[config.mk]
export PLATFORM = sky130hd
export DESIGN_NAME = ex_wb_controller
export DESIGN_NICKNAME = d
export VERILOG_FILES = /design/src/rtl/cpu_pkg.sv /design/src/rtl/instr_decode.sv /design/src/rtl/ex_wb_controller.sv
export SDC_FILE = /design/constraint.sdc
export NUM_CORES = 1
export LEC_CHECK = 0
export ABC_AREA = 1
export BUFFER_PORTS_ARGS = -buffer_cell sky130_fd_sc_hd__buf_4
export CORE_AREA = 2 2 39 41
export DETAILED_ROUTE_END_ITERATION = 6
export DIE_AREA = 0 0 41 43
export GPL_TIMING_DRIVEN = 0
export PLACE_DENSITY = 0.65
export SLEW_MARGIN = 5
export SYNTH_ARGS = -nofsm -noshare
export SYNTH_HDL_FRONTEND = slang
export SYNTH_SLANG_ARGS = --single-unit
[constraint.sdc]
create_clock -name clock -period 1.4 [get_ports clock]
set_input_delay 0.28 -clock clock [delete_from_list [all_inputs] [get_ports clock]]
set_output_delay 0.28 -clock clock [all_outputs]
set_load 0.02 [all_outputs]
[src/rtl/cpu_pkg.sv]
// cpu_pkg: opcode encodings and instruction classes shared by the pipeline controllers.
package cpu_pkg;
  localparam logic [3:0] OP_LOAD  = 4'b0000;
  localparam logic [3:0] OP_STOP  = 4'b0001;
  localparam logic [3:0] OP_STORE = 4'b0010;
  localparam logic [3:0] OP_ADD   = 4'b0100;
  localparam logic [3:0] OP_SUB   = 4'b0110;
  localparam logic [3:0] OP_NAND  = 4'b1000;
  localparam logic [3:0] OP_NOP   = 4'b1010;
  localparam logic [3:0] OP_BZ    = 4'b0101;
  localparam logic [3:0] OP_BNZ   = 4'b1001;
  localparam logic [3:0] OP_BPZ   = 4'b1101;
  localparam logic [2:0] SFX_SHIFT = 3'b011;
  localparam logic [2:0] SFX_ORI   = 3'b111;
  localparam logic [3:0] NOP_ENC   = OP_NOP;
  typedef enum logic [3:0] {ARITH, SHIFT, ORI, LOAD, STORE, BZ, BNZ, BPZ, NOP, STOP} instr_class_e;
endpackage

[src/rtl/instr_decode.sv]
// instr_decode: classifies an 8-bit instruction by its opcode field.
module instr_decode
  import cpu_pkg::*;
(
  input  logic [7:0]   ir,
  output instr_class_e cls
);
  logic unused_regs;
  assign unused_regs = ^ir[7:4];
  always_comb begin
    cls = NOP;
    case (ir[3:0])
      OP_LOAD:                 cls = LOAD;
      OP_STOP:                 cls = STOP;
      OP_STORE:                cls = STORE;
      OP_ADD, OP_SUB, OP_NAND: cls = ARITH;
      OP_BZ:                   cls = BZ;
      OP_BNZ:                  cls = BNZ;
      OP_BPZ:                  cls = BPZ;
      default:                 cls = ir[2:0] == SFX_SHIFT ? SHIFT : ir[2:0] == SFX_ORI ? ORI : NOP;
    endcase
  end
endmodule

[src/rtl/ex_wb_controller.sv]
// ex_wb_controller: execute/writeback control -- branch resolution, squash window, memory and RF writes, halt.
module ex_wb_controller
  import cpu_pkg::*;
#(
  parameter int SQUASH_CYCLES = 2,
  parameter int KREG          = 1
) (
  input  logic       clock,
  input  logic       reset,
  input  logic [7:0] IR3Out,
  input  logic [7:0] IR4Out,
  input  logic       Z,
  input  logic       N,
  output logic       PCWrite,
  output logic       PCSel,
  output logic       IRFlush,
  output logic       branching,
  output logic       MemRead,
  output logic       MemWrite,
  output logic       RFWrite,
  output logic [1:0] RegWSel,
  output logic       RegInSel,
  output logic       halted
);
  localparam int SW = $clog2(SQUASH_CYCLES + 1);
  typedef enum logic [1:0] {RUN, SQUASH, HALT} state_e;
  state_e       state;
  logic [SW-1:0] sq_cnt;
  instr_class_e c3, c4;
  logic         live, stop4, taken;
  instr_decode u_dec3 (.ir(IR3Out), .cls(c3));
  instr_decode u_dec4 (.ir(IR4Out), .cls(c4));
  // Outputs are forced low while reset is held, independent of any clock edge.
  assign live  = reset && state != HALT;
  assign stop4 = c4 == STOP;
  assign taken = state == RUN && ((c3 == BZ && Z) || (c3 == BNZ && !Z) || (c3 == BPZ && !N));
  always_comb begin
    PCWrite  = live && !stop4;
    PCSel    = PCWrite && taken;
    IRFlush  = PCWrite && taken;
    MemRead  = PCWrite && c3 == LOAD;
    MemWrite = PCWrite && c3 == STORE;
    RFWrite  = live && (c4 inside {ARITH, SHIFT, ORI, LOAD});
    RegWSel  = !RFWrite ? 2'b00 : c4 == ORI ? 2'(KREG) : IR4Out[7:6];
    RegInSel = live && c4 == LOAD;
  end
  always_ff @(posedge clock or negedge reset) begin
    if (!reset) begin
      state     <= RUN;
      sq_cnt    <= '0;
      halted    <= 1'b0;
      branching <= 1'b0;
    end else if (state != HALT) begin
      if (stop4) begin
        state     <= HALT;
        sq_cnt    <= '0;
        halted    <= 1'b1;
        branching <= 1'b0;
      end else if (taken) begin
        state     <= SQUASH;
        sq_cnt    <= SW'(SQUASH_CYCLES - 1);
        branching <= 1'b1;
      end else if (state == SQUASH) begin
        if (sq_cnt == '0) begin
          state     <= RUN;
          branching <= 1'b0;
        end else begin
          sq_cnt <= sq_cnt - SW'(1);
        end
      end
    end
  end
endmodule

==> results.json <==
{
  "status": "complete, but fails checks",
  "violations": "negative setup slack",
  "intPower_w": 0.000684,
  "drive_above_1_share": 0.545,
  "drt_first_pass_iters": 4,
  "hold_class": "input pin to asynchronous set/reset pin",
  "period_needed_ps": 1690,
  "fin_worst_skew_ps": 5.58,
  "vdd_drop_max_mv": 0.883,
  "layout.cells.non_filler": 126,
  "vias": 582,
  "grt_max_degree": 6,
  "synthToLayoutAreaGrowth_pct": 97.0,
  "path_clk_slew_ps": 50,
  "synth_seq_area_share": 0.273,
  "post_drt_wl_per_cell_um": 10.3,
  "io_buffers": 24,
  "dp.cells": 112,
  "synth_xor_area_frac": 0,
  "arrival_ps": 1410,
  "syn_avg_cell_area_sq_um": 6.36,
  "synthesis.area_sq_um": 458,
  "row_count": 14,
  "fin_nets": 132,
  "switching_share": 0.436,
  "start_util": 0.331,
  "routabilityCongestion": 0.783,
  "p_per_area_nw_per_um2": 1340,
  "synth_top_family_by_area": "simple AND/OR/NAND/NOR gates",
  "rsz0062_at_grt": "true",
  "drv_slew": 0,
  "fp.coreArea_sq_um": 1380,
  "cap_violations": 0,
  "drc": 0,
  "critPathKind": "register to output port",
  "hold_viol": 0,
  "grt_pass1_wl_um": 2070,
  "synth-adder-area-share": 0.0273,
  "max_slew_margin": 0.771,
  "synth_compound_area_frac": 0.0902,
  "setup_violations": 8,
  "yosys_register_bits": 5,
  "register_area_sq_um": 126,
  "worst_slew_pin_slew_ps": 341,
  "n_fill_cell": 134,
  "drt_wl_total_um": 1300,
  "critPathMaxFanout": 3,
  "cp.required_ps": 1120,
  "setup_slack_ps": -289,
  "grt_pass1_vias": 551,
  "cts.sinks": 5,
  "cts_buffers": 3,
  "grt_usage": 0.177,
  "p_comb_frac": 0.646,
  "dieArea_sq_um": 1760,
  "min_period_over_period": 1.21,
  "grt_antenna_before_repair": 0,
  "clock_path_buffers": 2,
  "syn_inst": 72,
  "cts-htree-levels": 1,
  "pwr-share-seq": 0.212,
  "synth_cell_types": 20,
  "gr-total-overflow": 0,
  "synth_nets": 93,
  "synthMuxAreaShare": 0,
  "setup.worst_path.end_class": "output port",
  "p_sw_w": 0.000529,
  "max_freq_mhz": 592,
  "multi_input_area_sq_um": 364,
  "pin_count": 31,
  "drt_iter0_drc": 3,
  "start_kind": "register",
  "drtAntennaViolNets": 0,
  "tns_ps": -1630,
  "die_y_um": 43,
  "insertedDiodeCount": 0,
  "cts_tree": "built",
  "holdWs_ps": 459,
  "clkLatencyLatePin_ps": 250,
  "synth_simple_gate_area_frac": 0.478,
  "die_w_um": 41,
  "p_leak_nw": 0.478,
  "dp_hpwl_um": 913,
  "vias_per_cell": 4.62,
  "clock-root-buffer": "clkbuf_4",
  "clkPwrFrac": 0.141,
  "synth_warnings": 0
}
==> layer usage <==
metal | GRT usage | vias up | wire length [um]
met5 | 0 | - | 0
met4 | 0.0600 | 0 | 17
met3 | 0.0733 | 2 | 119
met2 | 0.303 | 22 | 674
met1 | 0.181 | 260 | 489
li1 | - | 298 | -
==> sequential cells by signal (all words and copies together), names as in the netlist <==
signal	count
sq_cnt	2
state	2
halted	1
==> power by group through the flow <==
stage               Sequential (W)  Clock [W]  Combinational [W]
CTS                       0.000257   0.000179           0.000760
global placement          0.000259          0           0.000554
detailed placement        0.000261          0           0.000560
finish                    0.000258   0.000172           0.000784
global route              0.000263   0.000193           0.000868
floorplan                 0.000270          0           0.000390
==> metrics by stage <==
stage	setup WS, ps	util	area [sq um]	total power (W)
final	-289	0.652	902	0.00121
after global placement	-167	0.514	712	0.000813
after detailed placement	-179	0.514	712	0.000821
after floorplan	-67.9	-	512	0.000660
after CTS	-304	0.649	898	0.00120
after global routing	-370	0.652	902	0.00132
==> cells by family after synthesis <==
| kind of cell | Yosys count |
|---|---|
| and+or+nand+nor | 46 |
| buffers and inverters | 15 |
| AOI/OAI and AO/OA | 5 |
| DFF | 5 |
| adders and majority gates | 1 |
==> worst max-delay path: stages (launching register included) <==
cell	delay [ps]
dfrtp_1	420
inv_2	80
nand2_2	60
nor2_4	80
nand4_1	160
nor2_4	160
buf_6	100
buf_6	100
==> final cells by class <==
type                            instances  share of cell area
Buffer                                  1              0.0125
Inverter                               14              0.0610
Sequential cell                         5               0.140
Timing Repair Buffer                   34               0.331
Tap cell                               16              0.0222
Multi-Input combinational cell         52               0.404
Clock buffer                            4              0.0291
==> synthesized netlist by cell type, drive strengths merged <==
master,instances,area (sq um)
ha,1,12.5
nand4,1,6.26
nand3,4,25.0
nor4,1,6.26
nor3,1,5.00
buf,1,7.51
a21oi,2,13.8
and2,1,8.76
nand2,27,114
nor2,11,53.8
dfrtp,5,125
o211ai,3,27.5
inv,14,52.6
==> path summary, 6_finish.rpt <==
| check | startpoint | endpoint | slack [ps] | cells past startpoint |
|---|---|---|---|---|
| worst min register to register | sq_cnt[1] | sq_cnt[1] | 480 | 2 |
| worst min-delay path | reset | state[1] | 460 | 2 |
| max in group asynchronous | reset | state[0] | 740 | 2 |
| worst max-delay path | state[1] | PCSel | -290 | 7 |
| worst max register to register | state[1] | state[0] | 90 | 9 |
| min in group clock | sq_cnt[1] | sq_cnt[1] | 480 | 2 |
==> what timing repair did <==
action / in CTS / in global routing
pin swaps: 8 / 4
cloned: 0 / 0
hold endpoints to repair: 5 / 0
setup buffers: 8 / 3
setup endpoints to repair: 9 / 10
gates resized for setup: 21 / 1
hold buffers: 1 / 0
==> placed cells by master (no fill, tap or decap), types with 2 or more instances in the layout <==
| master | instances |
|---|---|
| buf_4 | 22 |
| buf_6 | 12 |
| clkbuf_4 | 3 |
| dfrtp_1 | 4 |
| inv_1 | 11 |
| inv_2 | 2 |
| nand2_1 | 21 |
| nand2_2 | 3 |
| nand2_4 | 2 |
| nand3_1 | 3 |
| nor2_1 | 3 |
| nor2_4 | 7 |
| o211ai_1 | 2 |
No activity file was read; power rests on OpenSTA's default activity.
